## src/rtl/wm_phase_timer_pkg.sv

```systemverilog
// Shared washing-machine controller definitions: state codes, phase indices,
// timer FSM encoding and the power-on phase durations.
package wm_phase_timer_pkg;

    localparam int PHASE_COUNT = 5;
    localparam int CNT_W       = 8;

    localparam logic [2:0] STATE_FILL_WATER = 3'd2;
    localparam logic [2:0] STATE_HEAT_WATER = 3'd3;
    localparam logic [2:0] STATE_WASH       = 3'd4;
    localparam logic [2:0] STATE_RINSE      = 3'd5;
    localparam logic [2:0] STATE_SPIN       = 3'd6;

    typedef enum logic [2:0] {
        PH_FILL  = 3'd0,
        PH_HEAT  = 3'd1,
        PH_WASH  = 3'd2,
        PH_RINSE = 3'd3,
        PH_SPIN  = 3'd4
    } phase_e;

    typedef enum logic [1:0] {
        TMR_IDLE = 2'd0,
        TMR_RUN  = 2'd1,
        TMR_HOLD = 2'd2,
        TMR_DONE = 2'd3
    } tmr_state_e;

    localparam logic [CNT_W-1:0] DUR_FILL  = 8'd3;
    localparam logic [CNT_W-1:0] DUR_HEAT  = 8'd3;
    localparam logic [CNT_W-1:0] DUR_WASH  = 8'd5;
    localparam logic [CNT_W-1:0] DUR_RINSE = 8'd3;
    localparam logic [CNT_W-1:0] DUR_SPIN  = 8'd2;

    // Phase 0 occupies the least-significant field.
    localparam logic [PHASE_COUNT*CNT_W-1:0] DEFAULT_DURATIONS_PKD =
        {DUR_SPIN, DUR_RINSE, DUR_WASH, DUR_HEAT, DUR_FILL};

endpackage

```

## src/rtl/wm_phase_timer_duration_regs.sv

```systemverilog
// Per-phase duration register file with reset defaults, one write port and a
// combinational read that already reflects a write sampled on this edge.
module wm_duration_regs #(
    parameter int NUM_PHASES = 5,
    parameter int CNT_WIDTH  = 8,
    parameter int PHASE_W    = 3,
    parameter logic [NUM_PHASES*CNT_WIDTH-1:0] DEFAULT_DURATIONS = '0
) (
    input  logic                 clock,
    input  logic                 reset,
    input  logic                 load_en,
    input  logic [PHASE_W-1:0]   load_phase,
    input  logic [CNT_WIDTH-1:0] load_value,
    input  logic [PHASE_W-1:0]   rd_phase,
    output logic [CNT_WIDTH-1:0] rd_data
);

    logic [CNT_WIDTH-1:0] dur_q [NUM_PHASES];
    logic [CNT_WIDTH-1:0] dur_d [NUM_PHASES];

    always_comb begin
        // NOTE: every combinationally written variable gets a default first so no latch is inferred.
        dur_d = dur_q;
        if (load_en && (int'(load_phase) < NUM_PHASES)) begin
            dur_d[load_phase] = load_value;
        end
    end

    // Reading the post-write value lets a load to the running phase act at once.
    always_comb begin
        rd_data = '0;
        if (int'(rd_phase) < NUM_PHASES) begin
            rd_data = dur_d[rd_phase];
        end
    end

    // NOTE: this storage is reset on purpose -- the durations must come up at their defaults, so it maps to flops, not RAM.
    always_ff @(posedge clock) begin
        if (reset) begin
            for (int i = 0; i < NUM_PHASES; i++) begin
                dur_q[i] <= DEFAULT_DURATIONS[i*CNT_WIDTH +: CNT_WIDTH];
            end
        end else begin
            dur_q <= dur_d;
        end
    end

endmodule

```

## src/rtl/wm_phase_timer.sv

```systemverilog
// Phase timer beside the washing-machine controller FSM: times the active
// phase against its programmable duration and raises the completion signals.
module wm_phase_timer
    import wm_phase_timer_pkg::*;
#(
    parameter int NUM_PHASES        = PHASE_COUNT,
    parameter int STATE_WIDTH       = 3,
    parameter int FIRST_PHASE_STATE = int'(STATE_FILL_WATER),
    parameter int CNT_WIDTH         = CNT_W,
    parameter logic [NUM_PHASES*CNT_WIDTH-1:0] DEFAULT_DURATIONS = DEFAULT_DURATIONS_PKD,
    localparam int PHASE_W = (NUM_PHASES > 1) ? $clog2(NUM_PHASES) : 1
) (
    input  logic                   clock,
    input  logic                   reset,
    input  logic [STATE_WIDTH-1:0] state,
    input  logic                   pause,
    input  logic                   load_en,
    input  logic [PHASE_W-1:0]     load_phase,
    input  logic [CNT_WIDTH-1:0]   load_value,
    output logic                   sig_Full,
    output logic                   sig_Temperature,
    output logic                   sig_Completed,
    output logic [NUM_PHASES-1:0]  phase_done,
    output logic [CNT_WIDTH-1:0]   remaining,
    output logic                   active
);

    logic                 phase_valid;
    logic [PHASE_W-1:0]   cur_phase;
    logic [CNT_WIDTH-1:0] dur_rd;
    logic [CNT_WIDTH-1:0] dur_eff;

    tmr_state_e           tmr_q, tmr_d;
    logic [PHASE_W-1:0]   phase_q, phase_d;
    logic [CNT_WIDTH-1:0] elapsed_q, elapsed_d;
    logic [CNT_WIDTH-1:0] remaining_q, remaining_d;
    logic [NUM_PHASES-1:0] phase_done_q, phase_done_d;
    logic                 sig_full_q, sig_full_d;
    logic                 sig_temp_q, sig_temp_d;
    logic                 sig_comp_q, sig_comp_d;
    logic                 active_q, active_d;
    logic                 new_entry;
    logic                 done_pulse;

    always_comb begin
        phase_valid = 1'b0;
        cur_phase   = '0;
        if ((int'(state) >= FIRST_PHASE_STATE) &&
            (int'(state) <  FIRST_PHASE_STATE + NUM_PHASES)) begin
            phase_valid = 1'b1;
            cur_phase   = PHASE_W'(int'(state) - FIRST_PHASE_STATE);
        end
    end

    wm_duration_regs #(
        .NUM_PHASES       (NUM_PHASES),
        .CNT_WIDTH        (CNT_WIDTH),
        .PHASE_W          (PHASE_W),
        .DEFAULT_DURATIONS(DEFAULT_DURATIONS)
    ) u_duration_regs (
        .clock     (clock),
        .reset     (reset),
        .load_en   (load_en),
        .load_phase(load_phase),
        .load_value(load_value),
        .rd_phase  (cur_phase),
        .rd_data   (dur_rd)
    );

    // A zero duration would otherwise never complete.
    assign dur_eff = (dur_rd == '0) ? CNT_WIDTH'(1) : dur_rd;

    always_comb begin
        tmr_d      = tmr_q;
        phase_d    = phase_q;
        elapsed_d  = elapsed_q;
        done_pulse = 1'b0;
        new_entry  = phase_valid && ((tmr_q == TMR_IDLE) || (cur_phase != phase_q));

        if (!phase_valid) begin
            tmr_d     = TMR_IDLE;
            phase_d   = '0;
            elapsed_d = '0;
        end else if (new_entry) begin
            phase_d = cur_phase;
            if (pause) begin
                tmr_d     = TMR_HOLD;
                elapsed_d = '0;
            end else begin
                elapsed_d = CNT_WIDTH'(1);
                if (dur_eff == CNT_WIDTH'(1)) begin
                    tmr_d      = TMR_DONE;
                    done_pulse = 1'b1;
                end else begin
                    tmr_d = TMR_RUN;
                end
            end
        end else if (tmr_q == TMR_DONE) begin
            tmr_d = TMR_DONE;
        end else if (pause) begin
            tmr_d = TMR_HOLD;
        end else begin
            // A shortened duration can leave elapsed past it; clamp rather than wrap.
            if (elapsed_q >= dur_eff - CNT_WIDTH'(1)) begin
                elapsed_d  = dur_eff;
                tmr_d      = TMR_DONE;
                done_pulse = 1'b1;
            end else begin
                elapsed_d = elapsed_q + CNT_WIDTH'(1);
                tmr_d     = TMR_RUN;
            end
        end
    end

    always_comb begin
        sig_full_d   = (tmr_d == TMR_DONE) && (int'(phase_d) == int'(PH_FILL));
        sig_temp_d   = (tmr_d == TMR_DONE) && (int'(phase_d) == int'(PH_HEAT));
        sig_comp_d   = (tmr_d == TMR_DONE) && (int'(phase_d) >= int'(PH_WASH));
        active_d     = (tmr_d == TMR_RUN);
        phase_done_d = '0;
        if (done_pulse) begin
            phase_done_d[phase_d] = 1'b1;
        end
        remaining_d = '0;
        if (((tmr_d == TMR_RUN) || (tmr_d == TMR_HOLD)) && (dur_eff > elapsed_d)) begin
            remaining_d = dur_eff - elapsed_d;
        end
    end

    // NOTE: state registers use non-blocking assignments so every flop samples pre-edge values.
    always_ff @(posedge clock) begin
        if (reset) begin
            tmr_q        <= TMR_IDLE;
            phase_q      <= '0;
            elapsed_q    <= '0;
            remaining_q  <= '0;
            phase_done_q <= '0;
            sig_full_q   <= 1'b0;
            sig_temp_q   <= 1'b0;
            sig_comp_q   <= 1'b0;
            active_q     <= 1'b0;
        end else begin
            tmr_q        <= tmr_d;
            phase_q      <= phase_d;
            elapsed_q    <= elapsed_d;
            remaining_q  <= remaining_d;
            phase_done_q <= phase_done_d;
            sig_full_q   <= sig_full_d;
            sig_temp_q   <= sig_temp_d;
            sig_comp_q   <= sig_comp_d;
            active_q     <= active_d;
        end
    end

    assign sig_Full        = sig_full_q;
    assign sig_Temperature = sig_temp_q;
    assign sig_Completed   = sig_comp_q;
    assign phase_done      = phase_done_q;
    assign remaining       = remaining_q;
    assign active          = active_q;

endmodule

```

## config.mk

```make
export PLATFORM = sky130hd
export DESIGN_NAME = wm_phase_timer
export DESIGN_NICKNAME = d
export VERILOG_FILES = /design/src/rtl/wm_phase_timer_pkg.sv /design/src/rtl/wm_phase_timer_duration_regs.sv /design/src/rtl/wm_phase_timer.sv
export SDC_FILE = /design/constraint.sdc
export NUM_CORES = 1
export LEC_CHECK = 0
export CORE_UTILIZATION = 41
export CTS_CLUSTER_SIZE = 14
export DETAILED_ROUTE_END_ITERATION = 10
export MAX_ROUTING_LAYER = met4
export PLACE_DENSITY_LB_ADDON = 0.05
export SETUP_SLACK_MARGIN = 0.02
export SLEW_MARGIN = 20
export SYNTH_ARGS = -nofsm -noshare
export SYNTH_HDL_FRONTEND = slang
export SYNTH_SLANG_ARGS = --single-unit
```

## constraint.sdc

```tcl
create_clock -name clock -period 9 [get_ports clock]
set_input_delay 0.9 -clock clock [delete_from_list [all_inputs] [get_ports clock]]
set_output_delay 0.9 -clock clock [all_outputs]
set_load 0.02 [all_outputs]
```

-- Yosys cells after proc, flatten, opt, wreduce, memory -nomap -nowiden
Index checks and enable logic that the tools add are counted.
- flip-flop bits (word level): 70
- latch bits: 0
- bits in writable memories: 0
- ROM bits: 0
- input bits: 18
- output and inout bits: 17
- word-level logic and storage cells: 92
- memories: 0
- add/subtract/negate cells: 4
- multipliers: 0
- divide/modulo/power cells: 0
- $lt $le $gt $ge: 12
- equal/unequal tests: 7
- shift operators: 0
- multiplexer cells: 35
- bitwise operators: 4
- reductions and logical operators: 16
- operators with widths (operator ; count):
    8-bit two-way mux ; 10
    40-bit bitwise mux ; 1
    40-bit two-way mux ; 1
    8-bit binary-select mux with 3-bit select ; 1
    8-bit demux with 3-bit select ; 1
    2-bit two-way mux ; 7
    1-bit two-way mux ; 10
    1-bit logical AND ; 9
    3-bit less-than comparator (second input constant) ; 3
    3-bit two-way mux ; 3
    8-bit by 1-bit adder with 8-bit output (second input constant) ; 1
    8-bit by 1-bit == test with 1-bit output (second input constant) ; 1
    4-bit greater-or-equal comparator (second input constant) ; 2
    8-bit greater-or-equal comparator ; 1
    8-bit greater-than comparator ; 1
    8-bit zero test ; 1
    3-bit inverter with 4-bit output ; 2
    8-bit by 1-bit subtractor with 8-bit output (second input constant) ; 1
    8-bit subtractor ; 1
    2-bit == test (second input constant) ; 3
    3-bit by 2-bit greater-or-equal comparator with 1-bit output (second input constant) ; 2
    3-bit by 4-bit less-than comparator with 1-bit output (second input constant) ; 1
    4-bit by 1-bit less-than comparator with 1-bit output (second input constant) ; 1
    2-bit OR reduction ; 2
    other kinds (10) ; 12

-- Logic depth before layout (Yosys ltp)
- depth in word-level cells: 25
- mapped depth: 31
- mapped depth without buffers: 28

-- Modules after synthesis
From an unflattened synthesis, not the netlist that was laid out.
- cells, all modules: 415
- area, all modules: 3808.7 µm²
- by module, submodules not included (module ; times used ; cells each ; area each (µm²) ; seq. area each (µm²)):
    wm_phase_timer ; 1 ; 243 ; 2038.2 ; 600.6
    wm_duration_regs ; 1 ; 172 ; 1770.4 ; 800.8

-- Least setup slack after synthesis
No wires, ideal clock.
- kind: input -> register
- start point: input state[1]
- end point: register remaining_q[0], in the netlist remaining[0]
- library setup time: 0.070 ns
- arrival: 6.882 ns
- required time: 8.930 ns
- path slack: 2.047 ns
- cell stages on the path: 27
- path buffers: 2
- path through: inv_1 -> ha_1 -> or3b_4 -> buf_6 -> and3_1 -> a2111oi_0 -> o32ai_2 -> or3_1 -> nor3_1 -> nand2b_1 -> inv_1 -> ha_1 -> xor2_1 -> ha_1 -> a21oi_1 -> o21ai_0 -> a221oi_1 -> clkbuf_1 -> a21oi_2 -> a221oi_1 -> o32ai_1 -> ha_1 -> fa_1 -> o311ai_1 -> a221o_1 -> nand4_2 -> a21oi_1
- elaborated cells on any way between the ends: 40
- classes of those cells: add/sub: 3; order compare: 5; eq/ne: 4; mux: 19; bitwise: 2; reduce/logical: 7
- RTL lines (item ; RTL line ; source):
    from (decl) ; wm_phase_timer.sv:15 ; input logic [STATE_WIDTH-1:0] state,
    3-bit by 2-bit greater-or-equal comparator with 1-bit output or 3-bit less-than comparator (tied branches) ; wm_phase_timer.sv:48, wm_phase_timer.sv:49 ;
    1-bit logical AND ; wm_phase_timer.sv:48 ; if ((int'(state) >= FIRST_PHASE_STATE) &&
    3-bit two-way mux ; wm_phase_timer.sv:48 ;
    3-bit inverter with 4-bit output (implied by the code) ; wm_phase_timer_duration_regs.sv:33 ; rd_data = dur_d[rd_phase];
    8-bit binary-select mux with 3-bit select ; wm_phase_timer_duration_regs.sv:33 ;
    8-bit two-way mux (implied by the code) (2 in series) ; wm_phase_timer_duration_regs.sv:33 ;
    8-bit two-way mux ; wm_phase_timer_duration_regs.sv:32 ; if (int'(rd_phase) < NUM_PHASES) begin
    8-bit zero test ; wm_phase_timer.sv:71 ; assign dur_eff = (dur_rd == '0) ? CNT_WIDTH'(1) : dur_rd;
    [... 5 more ...] ; -- ;
    8-bit two-way mux ; wm_phase_timer.sv:98 ; end else if (tmr_q == TMR_DONE) begin
    8-bit two-way mux ; wm_phase_timer.sv:84 ; end else if (new_entry) begin
    8-bit two-way mux * ; wm_phase_timer.sv:80 ; if (!phase_valid) begin
    named net elapsed_d[0] ; wm_phase_timer.sv:35 ; logic [CNT_WIDTH-1:0] elapsed_q, elapsed_d;
    8-bit greater-than comparator ; wm_phase_timer.sv:125 ; if (((tmr_d == TMR_RUN) || (tmr_d == TMR_HOLD)) && (dur_eff > elapsed_d)) begin
    1-bit logical AND ; wm_phase_timer.sv:125 ;
    1-bit inverter (no source line) ; -- ;
    2-bit OR reduction (no source line) ; -- ;
    to (signal assigned) ; wm_phase_timer.sv:146 ; remaining_q <= remaining_d;
    to (decl) ; wm_phase_timer.sv:36 ; logic [CNT_WIDTH-1:0] remaining_q, remaining_d;
Mark *: on every way through the listed nets, which the timed path passes. The rest lies on a longest branch. The select of a mux whose other input is x is not followed.
A chain may end at the register's enable or synchronous reset.

-- Worst setup path after layout
- start point: input load_phase[1]
- end point: register remaining_q[0], in the netlist remaining[0]
- elaborated cells on any way between the ends: 39
- classes of those cells: add/sub: 2; order compare: 5; eq/ne: 3; mux: 21; bitwise: 2; reduce/logical: 6
- RTL lines (item ; RTL line ; source):
    from (decl) ; wm_phase_timer.sv:18 ; input logic [PHASE_W-1:0] load_phase,
    3-bit inverter with 4-bit output (implied by the code) ; wm_phase_timer_duration_regs.sv:25 ; dur_d[load_phase] = load_value;
    4-bit greater-or-equal comparator (implied by the code) or 4-bit by 1-bit less-than comparator with 1-bit output (tied branches) ; wm_phase_timer_duration_regs.sv:25 ;
    1-bit logical AND (implied by the code) ; wm_phase_timer_duration_regs.sv:25 ;
    8-bit two-way mux (implied by the code) ; wm_phase_timer_duration_regs.sv:25 ;
    8-bit demux with 3-bit select ; wm_phase_timer_duration_regs.sv:25 ;
    40-bit bitwise mux ; wm_phase_timer_duration_regs.sv:25 ;
    40-bit two-way mux * ; wm_phase_timer_duration_regs.sv:24 ; if (load_en && (int'(load_phase) < NUM_PHASES)) begin
    8-bit binary-select mux with 3-bit select * ; wm_phase_timer_duration_regs.sv:33 ;
    [... 9 more ...] ; -- ;
    8-bit two-way mux * ; wm_phase_timer.sv:98 ;
    8-bit two-way mux * ; wm_phase_timer.sv:84 ;
    8-bit two-way mux * ; wm_phase_timer.sv:80 ;
    named net elapsed_d[0] ; wm_phase_timer.sv:35 ;
    8-bit greater-than comparator ; wm_phase_timer.sv:125 ;
    1-bit logical AND ; wm_phase_timer.sv:125 ;
    1-bit inverter (no source line) ; -- ;
    2-bit OR reduction (no source line) ; -- ;
Marks and branches as above.

==> impl_summary.txt <==
----------------------------------------------------
[Yosys]
  Synth Instances ... around 500
  Number of synthesis warnings ... 0
  Xor-xnor portion of the synthesized cell area ... 0.0292
  Post-synthesis register bit count ... 70
  Mapped Avg Cell Area ... 8.19 um^2
  Post-synth cell types ... 67
  Number of flops mapped to enable cells by yosys ... 0
  Mux contribution to synthesized area ... 0.0343
  Share of flip-flops with an asynchronous set or reset after synthesis ... 0
  Post-synthesis net count ... approximately 550
  Largest family of logic cells by synthesized area ... simple AND/OR/NAND/NOR gates
  Synthesized-area fraction occupied by adder cells ... 0.0674
  Netlist area before placement ... ~0.0042 mm^2
  Area fraction in compound gates after synthesis ... 0.207
  Simple logic cell fraction of the synthesized area ... 0.276
  Sequential area share after synthesis ... 0.334
  Predominant post-synthesis flop cell ... sky130_fd_sc_hd__dfxtp_1

[Worst setup path]
  Cell type of the slowest stage on the worst timing path ... sky130_fd_sc_hd__or4b_1
  CP dominant cell by count ... sky130_fd_sc_hd__ha_1
  Worst-case reg-to-reg path depth ... 23
  Critical register-to-register path startpoint ... u_duration_regs.dur_q[18]$_SDFF_PP1_
  Data arrival, critical path ... roughly 8.5 ns
  Critical path startpoint category ... input port
  Reg-to-reg critical path endpoint ... remaining[0]$_SDFF_PP0_
  R2r setup slk ... roughly 2.5 ns
  Cell count along the critical path ... 26
  Startpoint of the most critical setup path ... load_phase[1]
  Max incr delay on CP ... a little under 0.9 ns
  Largest delay contributor family on the critical path ... compound AO/OA/AOI/OAI gates
  Capture point of the worst path ... remaining[0]$_SDFF_PP0_
  Maximum net fanout on the critical path ... 18
  Critical setup path kind ... in -> reg
  Data required time at the worst endpoint ... between 9 and 10 ns
  Critical Path End Type ... flip-flop
  Bufs and invs on worst path ... 4

[Global route]
  Wire length of the first global-routing pass ... 18900 um
  Largest net degree at the start of global routing ... just under 60
  Initial antenna violation count ... 0
  Via count of the first global-routing pass ... between 3k and 4k
  Global-route congestion overflow total ... 0
  Total GRT Usage ... 0.245

[Route]
  Via count ... around 4k
  Post-detailed-route DRC marker count ... 0
  Initial DRC Count ... 224
  Pre-Repair DR Iteration Count ... 5
  Remaining number of nets flagged by the antenna check after routing ... 0
  Total routed wirelength ... 11900 um
  Average via count per standard cell ... 5.79
  Average routed wire per standard cell ... between 15 and 20 um

[Floorplan]
  Top Ports ... 35
  Core Footprint ... between 0.009 and 0.01 mm^2
  Horizontal die dimension ... just over 100 um
  Cell Rows ... 36
  Y dimension of the die ... 103 um
  Overall die area ... roughly 0.011 mm^2
  Initial core utilization ... 0.425

[Timing]
  Transition time of the tightest slew-check pin ... about 0.77 ns
  Setup repair after global routing missed its margin ... false
  Max Clk Rate ... 121 MHz
  Final TNS setup ... 0 ns
  Share of the cycle needed by the critical path after routing ... 0.917
  Total count of hold-check failures in the final report ... 0
  Fin Clk Skew ... roughly 0.0077 ns
  Final Max Tran Viols ... 0
  Worst slew slack as a fraction of its limit ... 0.472
  Crit path time final ... between 8 and 9 ns
  Final setup violation count ... 0
  Final hold slack ... about 0.45 ns

[Pwr]
  Portion of total power attributed to combinational logic ... 0.245
  Sw frac ... 0.311
  Switching Power ... around 0.25 mW
  Maximum vdd drop ... around 79 uV
  Portion of total power attributed to the clock network ... 0.345
  Total power divided by cell area ... 163 mW/mm^2
  Int Power ... around 0.55 mW
  Sequential group share of total power ... 0.410
  Static power due to leakage ... approximately 1.9 nW

[Clock tree]
  Resized cells post-CTS ... 0
  CTS H-tree depth ... 3
  Count of clock tree sinks ... 70
  Post-CTS repair timing setup buffer count ... 0
  Hold buffer count at CTS ... 0
  Clock transition time at the flip-flop clock pins of the worst setup and hold paths ... ~0.080 ns
  Root buffer selected by CTS ... sky130_fd_sc_hd__clkbuf_8
  Number of buffers on the longest clock path ... 2
  Insertion delay of the later-clocked pin in the worst-skew pair ... approximately 0.35 ns
  TritonCTS buffer count ... 9
  CTS tree ... built

[Worst hold path]
  Hold Crit Class ... reg -> reg
  Start point of the worst min-delay path ... u_duration_regs.dur_q[14]$_SDFF_PP0_

[Status]
  Run status ... complete, no violations

[Final layout]
  Area growth from synthesis to layout ... 16.1%
  Most common cell after layout, fill and taps aside ... sky130_fd_sc_hd__nand2_1
  Antenna diode instance count ... 0
  Total of fill cells in the finished design ... slightly below 1k
  Multi-input gate area ... about 0.0026 mm^2
  Share of layout cells above drive strength 1 ... 0.0904
  Final cell utilization of the core ... 0.494
  Most frequent cells in the layout ... 76 x sky130_fd_sc_hd__nand2_1, 70 x sky130_fd_sc_hd__dfxtp_1, 44 x sky130_fd_sc_hd__a21oi_1
  Final #Nets ... 578
  Storage cell area ... 0.00140 mm^2

[Job]
  Max cap viols ... 0

[Placement]
  Number of buffers added on ports ... 34
  DP HPWL ... ~8500 um
  GP Congestion ... 0.919

----------------------------------------------------
[flip-flops by register name, indices dropped and copies added, names as in the netlist]
register               flops
sig_Temperature            1
tmr_q                      2
elapsed_q                  8
phase_q                    3
remaining                  8
sig_Full                   1
active                     1
u_duration_regs.dur_q     40
sig_Completed              1
phase_done                 5
[power by group through the flow]
stage | combinational, mW | sequential (mW) | clock [mW]
after floorplan | 0.125 | 0.338 | 0
after global placement | 0.192 | 0.332 | 0
after detailed placement | 0.192 | 0.333 | 0
after CTS | 0.194 | 0.325 | 0.278
after global routing | 0.215 | 0.327 | 0.291
final | 0.195 | 0.325 | 0.274
[kinds of logic (layout without fill, tap and decap cells)]
| group | Yosys count | in the layout |
|---|---|---|
| compound gates | 119 | 119 |
| xor+xnor | 14 | 14 |
| fa+ha+maj | 22 | 22 |
| buf+inv | 50 | 80 |
| flops | 70 | 70 |
| mux | 13 | 13 |
| simple gates | 224 | 224 |
[worst min-delay path: cells and delay by family, from the launching register on]
kind / cells / cell delay, ns
AOI/OAI and AO/OA: 1 / 0.05
and+or+nand+nor: 1 / 0.05
DFF: 1 / 0.31
[layout make-up]
type | count | area share
well taps | 133 | 0.0342
flip-flops and latches | 70 | 0.288
inverters | 16 | 0.0123
multi-input cells | 392 | 0.531
clock buffers | 12 | 0.0339
clock inverters | 3 | 0.00874
repair buffers | 49 | 0.0920
[metal layers]
| layer | global-route usage | vias to the layer above | share of wire |
|---|---|---|---|
| li1 | - | 1915 | - |
| met2 | 0.354 | 118 | 0.43 |
| met1 | 0.345 | 1862 | 0.50 |
| met3 | 0.0393 | 16 | 0.052 |
| met5 | - | - | 0 |
| met4 | 0.0802 | 0 | 0.015 |
[Yosys cell counts (all sizes together), types with 7 or more instances]
library cell / number / area [um^2]
a2111oi: 13 / 145
a211oi: 9 / 67.6
a21oi: 45 / 229
and3: 26 / 163
buf: 11 / 71.3
clkbuf: 23 / 86.3
dfxtp: 70 / 1400
ha: 21 / 263
inv: 16 / 60.1
mux2i: 12 / 133
nand2: 76 / 285
nand2b: 9 / 56.3
nand3: 22 / 110
nor2: 35 / 131
nor2b: 8 / 50.1
nor3: 14 / 80.1
xnor2: 7 / 61.3
xor2: 7 / 61.3
[per-stage QoR]
step / total power [mW] / area (um^2) / cells / worst slack (ns)
3_3_place_gp: 0.524 / 4660 / 660 / 0.645
5_1_grt: 0.833 / 4870 / 675 / 0.0668
4_1_cts: 0.797 / 4870 / 675 / 0.874
6_report: 0.794 / 4870 / 675 / 0.743
2_1_floorplan: 0.463 / 4190 / 512 / 2.05
3_5_place_dp: 0.525 / 4660 / 660 / 0.519
[how the worst min path moves through the flow]
stage	cells past startpoint	end	slack, ns
3_3_place_gp	2	u_duration_regs.dur_q[37]$_SDFF_PP0_	0.44
5_1_grt	2	u_duration_regs.dur_q[17]$_SDFF_PP0_	0.47
2_1_floorplan	2	u_duration_regs.dur_q[18]$_SDFF_PP1_	0.43
6_report	2	u_duration_regs.dur_q[14]$_SDFF_PP0_	0.45
3_5_place_dp	2	u_duration_regs.dur_q[21]$_SDFF_PP0_	0.45
4_1_cts	2	u_duration_regs.dur_q[21]$_SDFF_PP0_	0.46
Note: power is estimated with default switching activity, not from simulation.
